--- src/rtl/usb_rx_pkt.sv ---
// Packet-level USB receive stage: SYNC detect, LSB-first deserialization,
// PID check, CRC5/CRC16 validation and start/data/done reporting.
module usb_rx_pkt (
   input  logic       clk,
   input  logic       rst,
   input  logic [1:0] ll_sym,
   input  logic       ll_bit,
   input  logic       ll_valid,
   input  logic       ll_eop,
   input  logic       ll_sync,
   input  logic       ll_bs_skip,
   input  logic       ll_bs_err,
   output logic       pkt_start,
   output logic [3:0] pkt_pid,
   output logic [7:0] pkt_data,
   output logic       pkt_data_stb,
   output logic       pkt_done_ok,
   output logic       pkt_done_err
);

   typedef enum logic [1:0] {
      S_IDLE = 2'd0,
      S_PID  = 2'd1,
      S_DATA = 2'd2,
      S_ERR  = 2'd3
   } state_t;

   // Good residuals expressed in the reflected (LSB-out) register order.
   localparam logic [4:0]  CRC5_RES  = 5'b00110;
   localparam logic [15:0] CRC16_RES = 16'hB001;

   state_t      state_q, state_d;
   logic [2:0]  bit_cnt_q, bit_cnt_d;
   logic [1:0]  byte_cnt_q, byte_cnt_d;
   logic [6:0]  sh_q, sh_d;
   logic [4:0]  crc5_q, crc5_d;
   logic [15:0] crc16_q, crc16_d;
   logic        start_q, start_d;
   logic [3:0]  pid_q, pid_d;
   logic [7:0]  data_q, data_d;
   logic        stb_q, stb_d;
   logic        ok_q, ok_d;
   logic        err_q, err_d;

   logic        acc_bit;
   logic        byte_done;
   logic [7:0]  byte_new;

   function automatic logic [4:0] crc5_step(input logic [4:0] c, input logic b);
      logic fb;
      fb = c[0] ^ b;
      crc5_step = {1'b0, c[4:1]} ^ (fb ? 5'b10100 : 5'b00000);
   endfunction

   function automatic logic [15:0] crc16_step(input logic [15:0] c, input logic b);
      logic fb;
      fb = c[0] ^ b;
      crc16_step = {1'b0, c[15:1]} ^ (fb ? 16'hA001 : 16'h0000);
   endfunction

   // Length and CRC rule for the packet class selected by the latched PID.
   function automatic logic class_ok(input logic [3:0]  pid,
                                     input logic [1:0]  nbytes,
                                     input logic [4:0]  c5,
                                     input logic [15:0] c16);
      logic r;
      r = 1'b0;
      if (pid[1:0] == 2'b01 || pid == 4'b0100)
         r = (nbytes == 2'd2) && (c5 == CRC5_RES);
      else if (pid[1:0] == 2'b11)
         r = (nbytes >= 2'd2) && (c16 == CRC16_RES);
      else if (pid[1:0] == 2'b10 || pid == 4'b1100)
         r = (nbytes == 2'd0);
      return r;
   endfunction

   assign acc_bit   = ll_valid & ~ll_bs_skip & (ll_sym[1] ^ ll_sym[0]);
   assign byte_new  = {ll_bit, sh_q};
   assign byte_done = acc_bit & (bit_cnt_q == 3'd7);

   always_comb begin
      state_d    = state_q;
      bit_cnt_d  = bit_cnt_q;
      byte_cnt_d = byte_cnt_q;
      sh_d       = sh_q;
      crc5_d     = crc5_q;
      crc16_d    = crc16_q;
      start_d    = 1'b0;
      pid_d      = pid_q;
      data_d     = data_q;
      stb_d      = 1'b0;
      ok_d       = 1'b0;
      err_d      = 1'b0;
      case (state_q)
         S_IDLE: begin
            if (ll_valid & ll_sync) begin
               state_d    = S_PID;
               bit_cnt_d  = 3'd0;
               byte_cnt_d = 2'd0;
               crc5_d     = 5'h1F;
               crc16_d    = 16'hFFFF;
            end
         end
         S_PID: begin
            if (ll_valid & (ll_bs_err | ll_eop)) begin
               err_d   = 1'b1;
               state_d = S_IDLE;
            end else if (acc_bit) begin
               sh_d      = byte_new[7:1];
               bit_cnt_d = bit_cnt_q + 3'd1;
               if (byte_done) begin
                  if (byte_new[3:0] == ~byte_new[7:4]) begin
                     pid_d   = byte_new[3:0];
                     start_d = 1'b1;
                     state_d = S_DATA;
                  end else begin
                     err_d   = 1'b1;
                     state_d = S_ERR;
                  end
               end
            end
         end
         S_DATA: begin
            if (ll_valid & ll_bs_err) begin
               err_d   = 1'b1;
               state_d = S_IDLE;
            end else if (ll_valid & ll_eop) begin
               if (bit_cnt_q == 3'd0 && class_ok(pid_q, byte_cnt_q, crc5_q, crc16_q))
                  ok_d = 1'b1;
               else
                  err_d = 1'b1;
               state_d = S_IDLE;
            end else if (acc_bit) begin
               sh_d      = byte_new[7:1];
               bit_cnt_d = bit_cnt_q + 3'd1;
               crc5_d    = crc5_step(crc5_q, ll_bit);
               crc16_d   = crc16_step(crc16_q, ll_bit);
               if (byte_done) begin
                  data_d     = byte_new;
                  stb_d      = 1'b1;
                  byte_cnt_d = (byte_cnt_q == 2'd3) ? 2'd3 : byte_cnt_q + 2'd1;
               end
            end
         end
         S_ERR: begin
            // Error already reported on entry; just wait for the line to settle.
            if (ll_valid & (ll_eop | ll_bs_err))
               state_d = S_IDLE;
         end
         default: state_d = S_IDLE;
      endcase
   end

   always_ff @(posedge clk or posedge rst) begin
      if (rst) begin
         state_q    <= S_IDLE;
         bit_cnt_q  <= 3'd0;
         byte_cnt_q <= 2'd0;
         start_q    <= 1'b0;
         pid_q      <= 4'd0;
         data_q     <= 8'd0;
         stb_q      <= 1'b0;
         ok_q       <= 1'b0;
         err_q      <= 1'b0;
      end else begin
         state_q    <= state_d;
         bit_cnt_q  <= bit_cnt_d;
         byte_cnt_q <= byte_cnt_d;
         start_q    <= start_d;
         pid_q      <= pid_d;
         data_q     <= data_d;
         stb_q      <= stb_d;
         ok_q       <= ok_d;
         err_q      <= err_d;
      end
   end

   // Shift and CRC registers are always initialised before use, so no reset.
   always_ff @(posedge clk) begin
      sh_q    <= sh_d;
      crc5_q  <= crc5_d;
      crc16_q <= crc16_d;
   end

   assign pkt_start    = start_q;
   assign pkt_pid      = pid_q;
   assign pkt_data     = data_q;
   assign pkt_data_stb = stb_q;
   assign pkt_done_ok  = ok_q;
   assign pkt_done_err = err_q;

endmodule

--- config.mk ---
export PLATFORM = sky130hd
export DESIGN_NAME = usb_rx_pkt
export DESIGN_NICKNAME = d
export VERILOG_FILES = /design/src/rtl/usb_rx_pkt.sv
export SDC_FILE = /design/constraint.sdc
export NUM_CORES = 1
export LEC_CHECK = 0
export CAP_MARGIN = 15
export CORE_ASPECT_RATIO = 1.75
export CORE_MARGIN = 10
export CORE_UTILIZATION = 35
export DETAILED_ROUTE_END_ITERATION = 8
export HOLD_SLACK_MARGIN = 0.1
export SLEW_MARGIN = 20
export SYNTH_ARGS = -nofsm -noshare
export SYNTH_HDL_FRONTEND = slang
export SYNTH_SLANG_ARGS = --single-unit
--- constraint.sdc ---
create_clock -name clk -period 3.54 [get_ports clk]
set_input_delay 0.708 -clock clk [delete_from_list [all_inputs] [get_ports clk]]
set_output_delay 0.708 -clock clk [all_outputs]
set_load 0.1 [all_outputs]
Word-level counts from Yosys, hierarchy flattened
Index checks and enable logic that the tools add are counted.
{"block": "totals", "reg_bits": 51, "memories": 0, "latch_bits": 0, "out_inout_bits": 16, "romBits": 0, "in_bits": 10, "ramBits": 0}
{"block": "classes", "n_div": 0, "reduce_logical": 18, "n_eq_ne": 24, "n_addsub": 2, "n_mux": 67, "n_bitwise": 18, "shift": 0, "n_mul": 0, "magnitude_cmp": 1}
{"cell": "two-way mux 16 bit", "count": 5}
{"cell": "case mux 16 bit (2 select lines)", "count": 1}
{"cell": "two-way mux 1 bit", "count": 28}
{"cell": "two-way mux 7 bit", "count": 4}
{"cell": "two-way mux 2 bit", "count": 13}
{"cell": "two-way mux 5 bit", "count": 5}
{"cell": "AND reduction 5 bit", "count": 5}
{"cell": "== test 16 bit, second input constant", "count": 1}
{"cell": "bitwise XOR 15 x 16 -> 16 bit", "count": 1}
{"cell": "two-way mux 3 bit", "count": 5}
{"cell": "!= test 2 bit, second input constant", "count": 7}
{"cell": "case mux 7 bit (2 select lines)", "count": 1}
{"cell": "== test 2 bit, second input constant", "count": 6}
{"cell": "case mux 5 bit (2 select lines)", "count": 1}
{"cell": "!= test 3 bit, second input constant", "count": 3}
{"cell": "case mux 3 bit (3 select lines)", "count": 1}
{"cell": "case mux 2 bit (4 select lines)", "count": 1}
{"cell": "bitwise AND 1 bit", "count": 7}
{"cell": "AND reduction 6 bit", "count": 1}
{"cell": "== test 5 x 3 -> 1 bit, second input constant", "count": 1}
{"cell": "bitwise XOR 4 x 5 -> 5 bit", "count": 1}
{"cell": "== test 2 x 1 -> 1 bit, second input constant", "count": 2}
{"cell": "== test 4 x 3 -> 1 bit, second input constant", "count": 1}
{"cell": "== test 4 bit", "count": 1}
{"cell": "other kinds (18)", "count": 28}

Longest topological paths before layout
{"block": "logic_depth", "depth_word": 13, "ltp_mapped": 6}

Least setup slack after synthesis
Ideal clock, no wire load.
{"block": "synth_timing", "path_kind": "input-to-reg", "startpoint": "input ll_bs_err", "endpoint": "register crc16_q[0] (enable)", "arrival_ns": 3.135, "setup_ns": 0.431, "required_time_ns": 3.109, "path_slack_ns": -0.026, "n_path_buf": 0, "path_stages": 3, "path_cell_list": "or2_2 > a311oi_1 > a21boi_0"}
{"block": "synth_between", "elab_chain_cells": 3}
{"element": "from (decl)", "line": "12", "source": "input logic ll_bs_err,"}
{"element": "bitwise AND 1 bit", "line": "124", "source": "if (ll_valid & ll_bs_err) begin"}
{"element": "!= test 2 bit (no line)"}
{"element": "AND reduction 5 bit (no line)"}
{"element": "to (signal assigned)", "line": "182", "source": "crc16_q <= crc16_d;"}
{"element": "to (decl)", "line": "37", "source": "logic [15:0] crc16_q, crc16_d;"}
No other way between the ends.
A chain may end at the register's enable or synchronous reset.

Worst setup path in the final report
{"block": "layout_timing", "startpoint": "input ll_valid", "endpoint": "register crc16_q[1] (enable)"}
{"block": "layout_between", "elab_chain_cells": 4, "word_cells_on_any_way": 10, "classes_between": "eq/ne (4); bitwise (5); reduce/logical (1)"}
{"element": "from (decl)", "line": "8", "source": "input logic ll_valid,"}
{"element": "bitwise AND 1 bit (2 in a row)", "line": "77", "source": "assign acc_bit = ll_valid & ~ll_bs_skip & (ll_sym[1] ^ ll_sym[0]);"}
{"element": "!= test 2 bit (no line)"}
{"element": "AND reduction 5 bit (no line) *"}
Mark *: on every way between the ends. The rest lies on a longest branch, timed or not.

==> flow_metrics.tcl <==
set metrics [dict create \
    status "complete, no violations" \
    ys_warn_count 0 \
    cts_tree "done" \
    seqPwrFrac_pct 41.7 \
    sw_frac_of_total_pct 31.9 \
    fp.dieW_um 82.1 \
    grt_usage_pct 9.53 \
    fin_setup_tns_ns 0 \
    hold_viol_final 0 \
    detail-route-antenna-nets 0 \
    finalCriticalPeriod_ns 2.70 \
    synthArstFlopShare_pct 45.1 \
    synth_fp_nets 196 \
    setup.worst_path.class "input port to register" \
    grt_pass1_wl_mm 7.76 \
    max_freq_mhz 370 \
    finalCritPeriodShare_pct 76.3 \
    rsz0062_at_grt "false" \
    netlist_top_cells_count "28 x edfxtp_1, 23 x dfrtp_1, 17 x nand2b_1" \
    grt_max_degree 34 \
    n_antenna_cell 0 \
    dr_total_vias 1474 \
    ys_ff_latch 51 \
    synth_ff_type "edfxtp_1" \
    area_delta_synth_final_pct 22.2 \
    pin_count 26 \
    clock_latency_ns 0.29 \
    grt_pass1_vias 1524 \
    min_delay_path_depth 1 \
    holdPathEnd "pkt_data[1]" \
    die_area_mm2 0.0106 \
    power.share.combinational_pct 29.3 \
    core_area_mm2 0.00654 \
    cts_resized 0 \
    start_util_pct 36.1 \
    fin_hold_ws_ns 0.510 \
    startpoint "ll_valid" \
    layout.nets 227 \
    htreeDepth 2 \
    power.net_switching_uw 592 \
    reg2reg_from "state_q[0]" \
    clock_path_buffers 2 \
    clk_pin_slew_ns 0.06 \
    relSlewSlack_pct 34.3 \
    dpl_cell_area_mm2 0.00272 \
    synth_largest_type_area_fraction_pct 35.6 \
    synth_most_common_cell "edfxtp_1" \
    crit_fanout 21 \
    worst_setup_path_end_kind "register" \
    overflow 0 \
    dpl.hpwl_mm 3.47 \
    post_cts_buffers 0 \
    root_buffer "clkbuf_16" \
    ff2ff_path_depth 7 \
    yosys-top-cells-area "edfxtp_1 36%, dfrtp_1 24%, mux2_2 4.8%" \
    totalWireLength_mm 4.61 \
    synth_edf_count 28 \
    syn_inst 179 \
    drt-initial-drc-count 98 \
    skew_ns 0.00467 \
    maxCapViolCount 0 \
    drive_above_1_share_pct 14.7 \
    setup_violations 0 \
    post-route-util_pct 44.1 \
    cp.arrival_ns 2.67 \
    power_density_mw_per_mm2 643 \
    fin_area_mm2 0.00289 \
    die_y_um 129 \
    p_int_mw 1.26 \
    synth_area_mm2 0.00236 \
    r2r_slack_ns 1.15 \
    numPortBuffers 25 \
    slew_violations 0 \
    antenna_found_initial 0 \
    avgSynthCellArea_um2 13.2 \
    p_clk_share_pct 29.0 \
    hp-start "pkt_data[1]" \
    vdd_drop_max_uv 186 \
    yosysSeqAreaShare_pct 60.0 \
    yosysTopAreaCell "edfxtp_1" \
    post_drt_via_cell_ratio 5.03 \
    row_count 39 \
    worstMarginPinSlew_ns 0.982 \
    r2r_end "crc16_q[1]" \
    start_kind "input port" \
    gp_congestion 0.776 \
    leakage_nw 1.05 \
    dr.pass1.iters 4 \
    drc_errors 0 \
    hold_class "register to register" \
    ys_types 42 \
    worstPathRequired_ns 3.51 \
    routedWlPerCell_um 15.7 \
    numCtsBuffers 5 \
    fill_cells 603 \
    finalPower_mw 1.85 \
    postCtsHoldBufs 0 \
    cts.sinks 51 \
]
==> placed cells by master, fill, tap and decap left out, types with 2 or more instances in the layout <==
cell,instances
a21oi_1,6
a31oi_1,3
buf_4,4
clkbuf_16,5
clkdlybuf4s50_1,24
dfrtp_1,23
edfxtp_1,28
ha_1,7
inv_1,13
mux2_1,2
mux2_2,10
mux2i_1,5
nand2_1,11
nand2b_1,17
nand3_1,3
nor2_1,3
nor4b_1,3
nor4bb_1,2
o21ai_0,2
o31ai_1,3
or2_2,2
or3_1,2
xnor2_1,8
xor2_1,2
==> cell type report <==
class,instances,area [µm²],area share [%]
Sequential cell,51,1420,49.1
Multi-Input combinational cell,111,881,30.5
Timing Repair Buffer,28,270,9.37
Clock buffer,6,129,4.47
Tap cell,82,103,3.56
Inverter,13,48.8,1.69
Clock inverter,2,37.5,1.30
==> logic make-up (layout without fill, tap and decap cells) <==
group,Yosys count,after routing,share of synthesized area [%]
flip-flops,51,51,60.0
multiplexers,17,17,7.84
AO/OA/AOI/OAI,23,23,6.57
XOR/XNOR,10,10,3.71
adder cells (fa/ha/maj),7,7,3.71
buffers and inverters,17,49,2.86
AND/OR/NAND/NOR,54,54,15.3
==> per-layer routing <==
| metal | GRT usage, % | share of wire (%) |
|---|---|---|
| met1 | 9.88 | 37 |
| met2 | 17.1 | 55 |
| met3 | 2.65 | 5.0 |
| met4 | 4.23 | 2.4 |
| met5 | 0 | 0 |
==> stage by stage <==
step	instances	setup WS, ns
final	293	0.839
after floorplan	179	0.515
after detailed placement	285	0.544
after global routing	293	0.743
after CTS	293	0.842
after global placement	285	0.602
==> how the worst max path moves through the flow <==
stage,to,slack (ns),depth (start not counted)
2_1_floorplan,crc16_q[0],0.51,3
3_3_place_gp,crc16_q[13],0.60,5
3_5_place_dp,crc5_q[0],0.54,5
4_1_cts,crc16_q[7],0.84,5
5_1_grt,crc16_q[3],0.74,5
6_report,crc16_q[1],0.84,5
==> critical path: stages <==
cell             delay, ns
clkdlybuf4s50_1       0.66
a21boi_0              0.22
a311oi_1              0.55
a21boi_2              0.24
buf_4                 0.28
==> flip-flops by register name, summed over array words and instances, names as in the netlist <==
name,count
crc5_q,5
sh_q,7
state_q,2
bit_cnt_q,3
pkt_done_err,1
pkt_data,8
crc16_q,16
byte_cnt_q,2
pkt_start,1
pkt_done_ok,1
pkt_pid,4
pkt_data_stb,1
==> power by group through the flow <==
stage | combinational (mW) | clock (mW) | sequential [mW]
after floorplan | 0.355 | 0 | 0.839
after global placement | 0.542 | 0 | 0.787
after detailed placement | 0.548 | 0 | 0.788
after CTS | 0.551 | 0.549 | 0.776
after global routing | 0.607 | 0.574 | 0.783
final | 0.543 | 0.538 | 0.774
Power figures use the tool's default switching activity.
